--- config.mk ---
export PLATFORM = sky130hd
export DESIGN_NAME = averager_multi
export DESIGN_NICKNAME = d
export VERILOG_FILES = /design/src/rtl/averager_pkg.sv /design/src/rtl/avg_lane.sv /design/src/rtl/averager_multi.sv
export SDC_FILE = /design/constraint.sdc
export NUM_CORES = 1
export LEC_CHECK = 0
export ABC_AREA = 0
export ABC_CLOCK_PERIOD_IN_PS = 11800
export CAP_MARGIN = 10
export CORE_UTILIZATION = 25
export CTS_BUF_LIST = sky130_fd_sc_hd__clkbuf_8
export CTS_CLUSTER_DIAMETER = 120
export DETAILED_ROUTE_END_ITERATION = 16
export PLACE_DENSITY = 0.44
export SLEW_MARGIN = 0
export SYNTH_ARGS = -nofsm -noshare
export SYNTH_HDL_FRONTEND = slang
export SYNTH_SLANG_ARGS = --single-unit
--- constraint.sdc ---
create_clock -name clk -period 11.8 [get_ports clk]
set_input_delay 2.36 -clock clk [delete_from_list [all_inputs] [get_ports clk]]
set_output_delay 2.36 -clock clk [all_outputs]
set_load 0.1 [all_outputs]
--- src/rtl/averager_pkg.sv ---
// Shared types and helpers for the trigger-synchronous averager.
// Holds the state encoding, the fixed ADC lane width and sign extension.
package averager_pkg;

    typedef enum logic [2:0] {
        IDLE,
        ARMED,
        ACQ,
        DRAIN,
        DONE
    } state_t;

    localparam int LANE_W = 16;
    localparam int SEXT_W = 64;

    // Bit offset of channel c inside the packed ADC input bus.
    function automatic int lane_lo(input int c);
        return c * LANE_W;
    endfunction

    // Sign-extend the low adc_w bits of a lane; callers truncate to their accumulator width.
    function automatic logic [SEXT_W-1:0] sext(input logic [LANE_W-1:0] raw, input int adc_w);
        logic signed [SEXT_W-1:0] t;
        t = $signed(SEXT_W'(raw) << (SEXT_W - adc_w));
        return t >>> (SEXT_W - adc_w);
    endfunction

endpackage

--- src/rtl/avg_lane.sv ---
// One channel: delays the ADC sample to meet BRAM read data, then adds (or overwrites on pass 0).
// Result registered one cycle after read data arrives; no backpressure.
module avg_lane
    import averager_pkg::*;
#(
    parameter int ADC_W  = 14,
    parameter int ACC_W  = 32,
    parameter int RD_LAT = 1
) (
    input  logic              clk,
    input  logic              aresetn,
    input  logic [LANE_W-1:0] sample,
    input  logic              wr_stage,
    input  logic              first,
    input  logic [ACC_W-1:0]  rd_lane,
    output logic [ACC_W-1:0]  wr_lane
);

    logic [RD_LAT*LANE_W-1:0] smp_d;
    logic [ACC_W-1:0]         sext_smp;
    logic [ACC_W-1:0]         addend;

    assign sext_smp = ACC_W'(sext(smp_d[RD_LAT*LANE_W-1 -: LANE_W], ADC_W));
    assign addend   = first ? '0 : rd_lane;

    always_ff @(posedge clk or negedge aresetn) begin
        if (!aresetn) begin
            smp_d   <= '0;
            wr_lane <= '0;
        end else begin
            smp_d <= (RD_LAT*LANE_W)'({smp_d, sample});
            // Wraps modulo 2**ACC_W by design.
            if (wr_stage) wr_lane <= sext_smp + addend;
        end
    end

endmodule

--- src/rtl/averager_multi.sv ---
// Trigger-synchronous multi-channel averager accumulating NSAMPLES-long records into BRAM.
// Write for read k lands RD_LAT+1 cycles later; no backpressure, one sample/cycle/channel.
module averager_multi
    import averager_pkg::*;
#(
    parameter int NCH    = 2,
    parameter int ADC_W  = 14,
    parameter int ACC_W  = 32,
    parameter int ADDR_W = 14,
    parameter int RD_LAT = 1
) (
    input  logic                  clk,
    input  logic                  aresetn,
    input  logic                  start,
    input  logic                  abort,
    input  logic                  trig,
    input  logic [NCH*LANE_W-1:0] data_in,
    input  logic [ADDR_W:0]       nsamples,
    input  logic [31:0]           naverages,
    output logic [ADDR_W-1:0]     rd_addr,
    input  logic [NCH*ACC_W-1:0]  rd_data,
    output logic [ADDR_W-1:0]     wr_addr,
    output logic [NCH*ACC_W-1:0]  wr_data,
    output logic                  wr_en,
    output logic                  busy,
    output logic                  done,
    output logic [31:0]           avg_count
);

    state_t                   state, state_n;
    logic                     trig_q, trig_rise;
    logic [ADDR_W:0]          cfg_nsamples;
    logic [31:0]              cfg_naverages;
    logic [1:0]               drain_cnt;
    logic                     acq, last_rd, drain_end, flush, wr_stage, first;
    logic [RD_LAT-1:0]        vld_d;
    logic [RD_LAT*ADDR_W-1:0] addr_d;

    assign trig_rise = trig & ~trig_q;
    assign flush     = start | abort;
    assign last_rd   = ({1'b0, rd_addr} == cfg_nsamples - (ADDR_W+1)'(1));
    assign wr_stage  = vld_d[RD_LAT-1] & ~flush;
    assign first     = (avg_count == '0);
    assign busy      = (state == ARMED) || (state == ACQ) || (state == DRAIN);
    assign done      = (state == DONE);

    always_comb begin
        state_n   = state;
        acq       = 1'b0;
        drain_end = 1'b0;
        if (abort) begin
            state_n = IDLE;
        end else if (start) begin
            state_n = (nsamples == '0 || naverages == '0) ? DONE : ARMED;
        end else begin
            case (state)
                ARMED: begin
                    // The edge cycle itself is read/sample index 0.
                    if (trig_rise) begin
                        acq     = 1'b1;
                        state_n = last_rd ? DRAIN : ACQ;
                    end
                end
                ACQ: begin
                    acq = 1'b1;
                    if (last_rd) state_n = DRAIN;
                end
                DRAIN: begin
                    if (drain_cnt == 2'(RD_LAT)) begin
                        drain_end = 1'b1;
                        state_n   = (avg_count + 32'd1 < cfg_naverages) ? ARMED : DONE;
                    end
                end
                default: ;
            endcase
        end
    end

    always_ff @(posedge clk or negedge aresetn) begin
        if (!aresetn) begin
            state         <= IDLE;
            trig_q        <= 1'b0;
            rd_addr       <= '0;
            avg_count     <= '0;
            drain_cnt     <= '0;
            cfg_nsamples  <= '0;
            cfg_naverages <= '0;
            vld_d         <= '0;
            addr_d        <= '0;
            wr_en         <= 1'b0;
            wr_addr       <= '0;
        end else begin
            state  <= state_n;
            trig_q <= trig;
            if (flush) begin
                // Dropping the valid pipe suppresses writes still in flight.
                rd_addr   <= '0;
                avg_count <= '0;
                drain_cnt <= '0;
                vld_d     <= '0;
                if (!abort) begin
                    cfg_nsamples  <= nsamples;
                    cfg_naverages <= naverages;
                end
            end else begin
                vld_d <= RD_LAT'({vld_d, acq});
                if (acq) rd_addr <= last_rd ? '0 : rd_addr + ADDR_W'(1);
                if (state == DRAIN) drain_cnt <= drain_end ? 2'd0 : drain_cnt + 2'd1;
                if (drain_end) avg_count <= avg_count + 32'd1;
            end
            addr_d <= (RD_LAT*ADDR_W)'({addr_d, rd_addr});
            wr_en  <= wr_stage;
            if (wr_stage) wr_addr <= addr_d[RD_LAT*ADDR_W-1 -: ADDR_W];
        end
    end

    for (genvar c = 0; c < NCH; c++) begin : g_lane
        avg_lane #(
            .ADC_W  (ADC_W),
            .ACC_W  (ACC_W),
            .RD_LAT (RD_LAT)
        ) u_lane (
            .clk      (clk),
            .aresetn  (aresetn),
            .sample   (data_in[lane_lo(c) +: LANE_W]),
            .wr_stage (wr_stage),
            .first    (first),
            .rd_lane  (rd_data[c*ACC_W +: ACC_W]),
            .wr_lane  (wr_data[c*ACC_W +: ACC_W])
        );
    end

endmodule
==> impl_metrics.py <==
metrics = {
    "synthesis": {
        "synth_top_family_by_area": "simple AND/OR/NAND/NOR gates",
        "synth-edff-count": 0,
        "synthMuxAreaShare": 0.02823,
        "yosys_register_bits": 221,
        "synth_largest_area_cell": "dfrtp_1",
        "synth_top_area_share": 0.4091,
        "synth_compound_area_frac": 0.1656,
        "ys_top_cells_by_area": "dfrtp_1 (41%), ha_1 (9.1%), o21ai_0 (5.6%)",
        "yosysWarnings": 0,
        "synthArstFlopShare": 1.000,
        "postSynthNetCount": 1725,
        "synth_area_sq_um": 13520,
        "synthAdderAreaFrac": 0.09367,
        "synth_xor_area_frac": 0.08358,
        "ys.flop_type": "dfrtp_1",
        "synth-simple-area-share": 0.1841,
        "synth_cell_types": 68,
        "syn_inst": 1477,
        "yosysSeqAreaShare": 0.4091,
        "postSynthAreaPerCell_sq_um": 9.152,
    },
    "die": {
        "die_y_um": 234.5,
        "rows": 84,
        "io_pins": 275,
        "initial_core_util": 0.2552,
        "core_sq_um": 52970,
        "die_w_um": 234.5,
        "die-area_sq_um": 55010,
    },
    "final_layout": {
        "final_nets": 1986,
        "layout_common_cells": "clkdlybuf4s50_1 (269), dfrtp_1 (221), nand2_1 (155)",
        "syn2layout_area_growth_pct": 30.91,
        "fin_cells": 2453,
        "drive_gt1_frac": 0.06459,
        "layout_commonest_cell": "clkdlybuf4s50_1",
        "diodes": 0,
    },
    "hold_path": {
        "hold_class": "flop to flop",
    },
    "worst_setup_path": {
        "cp-end-kind": "flop",
        "cpMostUsedCell": "o41ai_1",
        "cp_max_fo": 4,
        "crit_slowest_cell": "o31ai_1",
        "cp.arrival_ns": 6.19,
        "crit_type": "input pin to flop",
        "slowest_delay_ns": 0.55,
        "cp-start-kind": "input pin",
        "required_ns": 12.23,
        "path_cells": "clkdlybuf4s50_1, nor2b_1, ha_1, inv_1, fa_1, nand2b_1, a21oi_1, o41ai_1, o31a_1, o31ai_1, a31oi_1, o41ai_1, xnor2_1, o21ai_0",
    },
    "clocking": {
        "ctsResizeCount": 0,
        "holdBufCountCts": 0,
        "clk_latency_ns": 0.60,
        "cts_made_buffers": 43,
        "cts_root_buf": "clkbuf_8",
        "ctsHtreeMaxLevel": 2,
        "cts.clk_slew.worst_paths_ns": 0.06,
        "clock_path_buffers": 3,
        "tritoncts": "done",
        "clkSinkCount": 221,
        "postCtsSetupRepairBufs": 0,
    },
    "grt": {
        "grt_pass1_vias": 11740,
        "grt_pass1_wl_mm": 64.80,
        "globalRouteOverflowTotal": 0,
        "grt_max_degree": 93,
        "antenna_found_initial": 2,
        "track_usage": 0.1502,
    },
    "routing": {
        "vias": 11500,
        "wire_per_inst_um": 16.95,
        "routed_wl_mm": 41.57,
        "vias_per_cell": 4.687,
        "drt.antenna.violating_nets": 0,
        "drtIter0Drc": 560,
        "dr.pass1.iters": 5,
        "drc": 0,
    },
    "run": {
        "maxCapViolations": 0,
    },
    "status": {
        "status": "finished, final reports clean",
    },
    "timing": {
        "hold_violations": 0,
        "maxSlewViolCount": 0,
        "period_needed_ns": 5.759,
        "worstMarginPinSlew_ns": 1.117,
        "finalSetupViolCount": 0,
        "fin_setup_tns_ns": 0,
        "rsz0062_at_grt": "false",
        "max_freq_mhz": 173.6,
        "relSlewSlack": 0.2530,
        "fin_skew_ns": 0.02933,
        "period_share": 0.4881,
    },
    "pwr": {
        "p_leak_uw": 0.007827,
        "vdd_ir_drop_max_mv": 0.07078,
        "p_per_area_nw_per_um2": 120.1,
    },
    "placement": {
        "dp_cells": 2381,
        "gp_congestion": 0.8144,
        "port_buffers": 270,
        "dp_hpwl_mm": 30.58,
    },
}
[final timing paths]
check / startpoint / endpoint / slack, ns / depth (start not counted)
min in group asynchronous: aresetn / cfg_naverages[18] / 1.71 / 1
worst max register to register: avg_count[0] / g_lane[1].u_lane.wr_lane[30] / 6.44 / 19
worst max-delay path: rd_data[32] / g_lane[1].u_lane.wr_lane[30] / 6.04 / 14
worst min register to register: addr_d[0] / wr_addr[0] / 0.48 / 1
worst min-delay path: addr_d[0] / wr_addr[0] / 0.48 / 1
max in group asynchronous: aresetn / g_lane[0].u_lane.wr_lane[12] / 7.87 / 3
[per-stage QoR]
stage / setup slack (ns) / hold WS, ns / utilization / total power (uW) / area (sq um)
after floorplan: 6.630 / 0.4541 / - / 1218 / 13520
after global placement: 5.474 / 0.4575 / 0.3191 / 1396 / 16900
after detailed placement: 5.460 / 0.4638 / 0.3191 / 1401 / 16900
after CTS: 6.069 / 0.4685 / 0.3341 / 2173 / 17700
after global routing: 5.855 / 0.4846 / 0.3341 / 2240 / 17700
final: 6.041 / 0.4763 / 0.3341 / 2126 / 17700
[cell families after synthesis]
family / Yosys count
flops: 221
compound gates: 367
buf+inv: 123
fa+ha+maj: 100
mux: 34
xor+xnor: 129
simple gates: 503
[metal layers]
layer / up-vias / share of wire / track usage
li1: 5721 / - / -
met4: 4 / 0.024 / 0.04879
met1: 5444 / 0.46 / 0.1981
met5: - / 0.00055 / 0
met3: 66 / 0.056 / 0.03404
met2: 262 / 0.46 / 0.2415
[sequential cells by signal, summed over array words and instances, names as in the netlist]
signal	count
g_lane.u_lane.wr_lane	64
drain_cnt	2
wr_addr	14
wr_en	1
addr_d	14
rd_addr	14
avg_count	32
cfg_nsamples	15
vld_d	1
cfg_naverages	32
state	3
trig_q	1
g_lane.u_lane.smp_d	28
[where the power goes]
part           total (uW)  switching, uW  leakage [uW]  internal [uW]
Combinational         528            369       0.00445            159
Clock                 744            351      0.000473            392
Sequential            855           37.8       0.00290            817
[cells in the mapped netlist (3+ instances only)]
master     count
nor3_1        16
ha_1          98
nand3_1       40
o31a_1         5
and3_1        21
dfrtp_1      221
xnor2_1       59
nand4_1       19
o21ai_0      150
a31oi_1        8
nor4b_1        3
or2_2          7
buf_2          5
nor4_1        23
nor2_1        98
a211o_1        3
mux2_2        33
o211ai_1       5
nand2_1      156
nor2b_1       68
and4_1         4
clkbuf_1      51
o31ai_1       11
a2111oi_0      3
a21oi_1       70
nand2b_1      13
a311o_1        3
inv_1         64
nor3b_1        3
a31o_2         3
a21o_1        42
o21ai_1       15
xor2_1        70
o21a_1        11
or3_1         13
and2_1        10
a211oi_1      10
o221ai_1       3
[cell type report]
class	count	area, sq um
fill	5563	35270
multi-input combinational	1133	7527
sequential	221	5530
timing repair buffer	275	2745
tap	688	860.8
clock buffer	48	660.6
inverter	64	240.2
clock inverter	24	132.6
[critical path: cells and delay by family]
family / cells / cell delay, ns
AO/OA/AOI/OAI: 7 / 2.08
XOR/XNOR: 1 / 0.16
AND/OR/NAND/NOR: 2 / 0.31
adder cells (fa/ha/maj): 2 / 0.73
buffers and inverters: 2 / 0.54
(Power assumes the default switching activity.)
